$ cat src/rtl/p12_cfg_sequencer.sv
// p12_cfg_sequencer
// Streams a configuration plane into the p12 tile scan chain, then pulses
// the matching config-latch enable while the array clock is frozen. The
// loop breaker is forced on for the whole command.
//
//   state   | meaning
//   --------+-------------------------------------------------------------
//   S_IDLE  | waiting for a command; array clock running, scan disabled
//   S_SHIFT | scan enabled; one chain bit per bit_valid/bit_ready handshake
//   S_SETUP | array frozen, scan still enabled, latches closed (guard cycle)
//   S_LATCH | array frozen, latch enable of the selected plane held high
//   S_HOLD  | array frozen, latches closed again (guard cycle)

module p12_cfg_sequencer #(
    parameter int CHAIN_LEN = 36,
    parameter int LAT_CYC   = 1
) (
    input  logic       clk,
    input  logic       rst,
    input  logic       cmd_valid,
    output logic       cmd_ready,
    input  logic [1:0] cmd_plane,
    input  logic       bit_valid,
    output logic       bit_ready,
    input  logic       bit_data,
    output logic       rd_valid,
    output logic       rd_data,
    input  logic       lb_req,
    input  logic       sc_ret,
    output logic       se,
    output logic       sc,
    output logic       lat_v,
    output logic       lat_h,
    output logic       lat_d,
    output logic       lb,
    output logic       tile_clk_en,
    output logic       busy,
    output logic       done
);

    localparam logic [11:0] LP_CNT_LAST = 12'(CHAIN_LEN - 1);
    localparam logic [3:0]  LP_LAT_LOAD = 4'(LAT_CYC - 1);
    localparam logic [1:0]  LP_PLANE_V  = 2'd0;
    localparam logic [1:0]  LP_PLANE_H  = 2'd1;
    localparam logic [1:0]  LP_PLANE_D  = 2'd2;
    localparam logic [1:0]  LP_PLANE_S  = 2'd3;

    typedef enum logic [2:0] {
        S_IDLE  = 3'd0,
        S_SHIFT = 3'd1,
        S_SETUP = 3'd2,
        S_LATCH = 3'd3,
        S_HOLD  = 3'd4
    } state_t;

    state_t      r_state;
    logic [11:0] r_cnt;
    logic [3:0]  r_lat_cnt;
    logic [1:0]  r_plane;
    logic        r_done;

    logic        w_in_idle;
    logic        w_in_shift;
    logic        w_in_latch;
    logic        w_handshake;
    logic        w_last_bit;

    assign w_in_idle   = (r_state == S_IDLE);
    assign w_in_shift  = (r_state == S_SHIFT);
    assign w_in_latch  = (r_state == S_LATCH);
    assign w_handshake = w_in_shift & bit_valid;
    assign w_last_bit  = (r_cnt == LP_CNT_LAST);

    // Sequencer FSM with bit counter, latch down-counter and done pulse.
    always_ff @(posedge clk) begin
        if (rst) begin
            r_state   <= S_IDLE;
            r_cnt     <= '0;
            r_lat_cnt <= '0;
            r_plane   <= '0;
            r_done    <= 1'b0;
        end else begin
            r_done <= 1'b0;
            case (r_state)
                S_IDLE: begin
                    if (cmd_valid) begin
                        r_plane <= cmd_plane;
                        r_cnt   <= '0;
                        r_state <= S_SHIFT;
                    end
                end
                S_SHIFT: begin
                    if (bit_valid) begin
                        r_cnt <= r_cnt + 12'd1;
                        if (w_last_bit) begin
                            // State-only reload has no plane to latch.
                            if (r_plane == LP_PLANE_S) begin
                                r_state <= S_IDLE;
                                r_done  <= 1'b1;
                            end else begin
                                r_state <= S_SETUP;
                            end
                        end
                    end
                end
                S_SETUP: begin
                    r_lat_cnt <= LP_LAT_LOAD;
                    r_state   <= S_LATCH;
                end
                S_LATCH: begin
                    if (r_lat_cnt == 4'd0) begin
                        r_state <= S_HOLD;
                    end else begin
                        r_lat_cnt <= r_lat_cnt - 4'd1;
                    end
                end
                S_HOLD: begin
                    r_state <= S_IDLE;
                    r_done  <= 1'b1;
                end
                default: begin
                    r_state <= S_IDLE;
                end
            endcase
        end
    end

    // Array clock gate: free-running when idle, advances only on a handshake
    // while shifting, frozen around the latch pulse.
    always_comb begin
        tile_clk_en = 1'b0;
        case (r_state)
            S_IDLE:  tile_clk_en = 1'b1;
            S_SHIFT: tile_clk_en = bit_valid;
            default: tile_clk_en = 1'b0;
        endcase
    end

    assign cmd_ready = w_in_idle;
    assign bit_ready = w_in_shift;
    assign busy      = ~w_in_idle;
    assign se        = w_in_shift | (r_state == S_SETUP);
    assign lat_v     = w_in_latch & (r_plane == LP_PLANE_V);
    assign lat_h     = w_in_latch & (r_plane == LP_PLANE_H);
    assign lat_d     = w_in_latch & (r_plane == LP_PLANE_D);
    assign lb        = lb_req | ~w_in_idle;
    assign done      = r_done;

    assign sc        = bit_data;
    assign rd_valid  = w_handshake;
    assign rd_data   = sc_ret;

endmodule

$ cat config.mk
export PLATFORM = sky130hd
export DESIGN_NAME = p12_cfg_sequencer
export DESIGN_NICKNAME = d
export VERILOG_FILES = /design/src/rtl/p12_cfg_sequencer.sv
export SDC_FILE = /design/constraint.sdc
export NUM_CORES = 1
export LEC_CHECK = 0
export BUFFER_PORTS_ARGS = -buffer_cell sky130_fd_sc_hd__buf_2
export CAP_MARGIN = 10
export CORE_MARGIN = 4
export CORE_UTILIZATION = 25
export CTS_BUF_LIST = sky130_fd_sc_hd__clkbuf_8
export DETAILED_ROUTE_END_ITERATION = 16
export SYNTH_ARGS = -nofsm -noshare
export SYNTH_HDL_FRONTEND = slang
export SYNTH_SLANG_ARGS = --single-unit
$ cat constraint.sdc
create_clock -name clk -period 2 [get_ports clk]
set_input_delay 0.4 -clock clk [delete_from_list [all_inputs] [get_ports clk]]
set_output_delay 0.4 -clock clk [all_outputs]
set_load 0.02 [all_outputs]
# Yosys cells after proc, flatten, opt, wreduce, memory -nomap -nowiden
# Index checks and enable logic that the tools add are counted.
# word_totals
mem_bits_ro,0
elab_cells,52
in_bits,9
n_memories,0
latch_bits,0
output_inout_bits,13
ff_bits,22
ramBits,0
# op_classes
muxes,16
n_eq_ne,13
n_div,0
shift,0
n_bitwise,7
reduce_logical,9
add_sub_neg,2
magnitude_cmp,0
multipliers,0
# ops
operator,count
$mux W12,2
$pmux W12 S2,1
$add A12 B1 Y12 const B,1
$eq A12 B6 Y1 const B,1
$mux W3,4
$pmux W3 S4,1
$pmux W4 S2,1
$eq A3 B2 Y1 const B,2
$ne A2 B2 Y1 const B,3
$and A1 B1 Y1,4
$eq A2 B2 Y1 const B,2
$logic_not A4 Y1,1
$mux W4,1
$ne A2 B1 Y1 const B,2
$pmux W1 S2,2
$reduce_and A2 Y1,2
$reduce_and A4 Y1,1
$reduce_bool A2 Y1,2
$sub A4 B1 Y4 const B,1
$eq A3 B1 Y1 const B,1
$eq A3 B3 Y1 const B,1
$logic_not A3 Y1,1
$mux W1,3
$reduce_and A3 Y1,1
5 further kinds,6

# Logic depth before layout (Yosys ltp)
# logic_depth
depth_word,5
mapped_depth,6

# Worst setup path after synthesis
# No wires, ideal clock.
# synth_timing
kind,reg-to-output
start,reg r_state[0]
end,out lat_h
required_ns,1.600
arrival_time_ns,1.445
stages_incl_launch_ff,5
path_slack_ns,0.155
cell_sequence,dfxtp_1 buf_6 clkbuf_1 nand3b_1 nor3b_1
# synth_between
elab_chain_cells,2
# synth_rtl
element,line_no,text
"start, declared",56,state_t r_state;
"start signal, assigned",77,r_state <= S_IDLE;
"start signal, assigned",89,r_state <= S_SHIFT;
"start signal, assigned",98,r_state <= S_IDLE;
$eq A3 B2 Y1,70,assign w_in_latch = (r_state == S_LATCH);
$and A1 B1 Y1,144,assign lat_h = w_in_latch & (r_plane == LP_PLANE_H);
"end, declared",33,"output logic lat_h,"
# Every way passes these cells.

# Final worst setup path
# layout_timing
start,reg r_state[2]
end,out lat_h
# Same word-level chain as after synthesis.

==> flow_metrics.py <==
metrics = {
    "sta": {
        "relSlewSlack_pct": 65.6,
        "tightest_slew_ps": 514,
        "post-route-min-period_ps": 1810,
        "drv_slew": 0,
        "setup_viol": 0,
        "period_share_pct": 90.3,
        "grt_setup_unrepaired": "no",
        "fmax_mhz": 554,
        "fin_skew_ps": 6.44,
        "tns_ps": 0,
        "finalHoldViolCount": 0,
    },
    "placement": {
        "dp_hpwl_um": 1890,
        "finalWeightedCongestion": 0.799,
        "place.port_buffers": 17,
        "place_area_um2": 1360,
    },
    "yosys": {
        "syn_inst": 146,
        "netlist_area_um2": 1240,
        "async_flop_share_pct": 0,
        "ys_seq_elements": 22,
        "synth_cell_types": 40,
        "synth_edf_count": 0,
        "syn_nets": 158,
        "ys.flop_type": "dfxtp_1",
        "synth_area_per_cell_um2": 8.48,
        "ys_warn_count": 0,
        "ys_seq_area_share_pct": 35.6,
    },
    "final_layout": {
        "num_antenna_cells": 0,
        "nNetsFinal": 174,
        "drive_gt1_share_pct": 20.5,
        "area_growth_pct": 14.3,
        "final_cell_area_um2": 1420,
        "final_common_cell": "dfxtp_1",
        "mostFrequentLayoutCells": "20 x dfxtp_1, 17 x buf_2, 16 x nand2_1, 11 x nor2_1, 11 x a21oi_1",
    },
    "setup_path": {
        "cp-start-kind": "flip-flop",
        "reg2reg_depth": 4,
        "crit_type": "flip-flop to output pin",
        "critical_path_arrival_ps": 1410,
        "cp-end-kind": "output pin",
        "critPathMaxFanout": 9,
        "crit-reg2reg-launch": "r_state[2]",
        "critPathRequiredTime_ps": 1600,
        "cp-startpoint": "r_state[2]",
    },
    "detailed_routing": {
        "drt_iter0_markers": 58,
        "drtAntennaViolNets": 0,
        "dr.pass1.iters": 6,
        "finalWirelength_um": 2550,
        "vias": 1053,
        "vias_per_cell": 4.62,
        "drc": 0,
        "routedWlPerCell_um": 11.2,
    },
    "clock_network": {
        "cts_root_buf": "clkbuf_8",
        "cts_made_buffers": 3,
        "clockBufferDepth": 2,
        "ctsHtreeMaxLevel": 1,
        "cts_sinks": 22,
        "cts_setup_buffers": 0,
        "clkSlewWorstSetupHoldPaths_ps": 80,
        "clk-insertion-delay-late_ps": 260,
        "cts_tree": "built",
        "hold_buffers": 0,
        "post_cts_resized": 0,
    },
    "floorplanning": {
        "dieHeight_um": 78.4,
        "num_rows": 25,
        "start_util_pct": 26.1,
        "fp.dieW_um": 78.4,
        "io_pins": 22,
        "die_area_um2": 6140,
        "coreArea_um2": 4750,
    },
    "power_and_ir_drop": {
        "vdd_ir_drop_max_uv": 304,
        "p_per_area_nw_per_um2": 663,
        "power_leakage_nw": 0.559,
    },
    "grt": {
        "track_usage_pct": 8.91,
        "grt_pass1_wl_um": 4380,
        "grt_pass1_vias": 944,
        "gr-total-overflow": 0,
        "antenna_found_initial": 0,
        "grt_max_degree": 15,
    },
    "hold_path": {
        "holdPathStages": 3,
        "hold_start": "cmd_plane[0]",
        "min_path_type": "primary input to flip-flop",
    },
    "job": {
        "cap_violations": 0,
    },
    "run_status": {
        "outcome": "finished, final reports clean",
    },
}
area by class of cell:
type                       count  area [um2]
fill                         527        3340
multi-input combinational    111         712
sequential                    22         443
timing repair buffer          20         108
tap                           67        83.8
clock buffer                   4        55.1
inverter                       4        15.0
cell families (layout without fill, tap and decap cells):
| logic type | after synthesis | in the layout | synth area share, % |
|---|---|---|---|
| AND/OR/NAND/NOR | 76 | 76 | 36.2 |
| buffers and inverters | 13 | 28 | 6.97 |
| AO/OA/AOI/OAI | 22 | 22 | 10.7 |
| XOR/XNOR | 9 | 9 | 6.36 |
| flip-flops | 22 | 22 | 35.6 |
| adder cells (fa/ha/maj) | 3 | 3 | 3.03 |
| multiplexers | 1 | 1 | 1.21 |
worst max-delay path: stages, from the launching register on:
cell and delay, ps:
dfxtp_1 430, nand3b_1 300, nor3b_1 220, buf_2 190
cells in the mapped netlist, types with 2 or more instances:
library cell	instances	area, um2
nand2b_1	2	12.5
buf_4	2	15.0
nor2b_1	2	12.5
nor4b_1	2	17.5
xor2_1	7	61.3
a21oi_1	11	55.1
o31ai_1	2	15.0
and2_1	5	31.3
clkbuf_1	3	11.3
nand4_1	5	31.3
dfxtp_1	22	440
or4_1	4	30.0
o21ai_0	3	15.0
and3_1	2	12.5
nand3_1	7	35.0
o211ai_1	2	15.0
nor3_1	6	30.0
ha_1	3	37.5
nor3b_1	3	22.5
nor2_1	11	41.3
nand2_1	16	60.1
xnor2_1	2	17.5
buf_6	4	45.0
inv_1	4	15.0
through the flow:
| stage | cells | setup WS, ps | total power, mW | hold slack (ps) | util [%] |
|---|---|---|---|---|---|
| floorplan | 146 | 155 | 0.596 | 444 | - |
| global placement | 224 | 354 | 0.633 | 460 | 28.6 |
| detailed placement | 224 | 333 | 0.633 | 473 | 28.6 |
| CTS | 228 | 54.9 | 0.945 | 396 | 29.7 |
| global route | 228 | 80.8 | 0.994 | 401 | 29.8 |
| finish | 228 | 195 | 0.938 | 389 | 29.8 |
registers in the layout (all words and copies together) (netlist names):
register,flops
r_lat_cnt,4
r_plane,2
done,1
r_state,3
r_cnt,12
worst paths after layout:
| kind | slack, ps | to |
|---|---|---|
| hold reg to reg | 480 | r_cnt[0] |
| setup / recovery | 190 | lat_h |
| setup reg to reg | 370 | r_cnt[11] |
| hold / removal | 390 | r_plane[0] |
power by group:
group          leakage, nW  switching (mW)  internal (mW)
logic                0.352          0.0975         0.0586
registers            0.179          0.0185          0.448
clock network       0.0288           0.141          0.175
total                0.559           0.257          0.682
metal layers:
layer	track usage (%)	part of all wire [%]	vias to the layer above
met5	0	0	-
met4	2.62	1.2	0
met3	3.44	4.9	2
met2	14.0	42	17
met1	11.3	52	484
li1	-	-	550
Power figures use the tool's default switching activity.
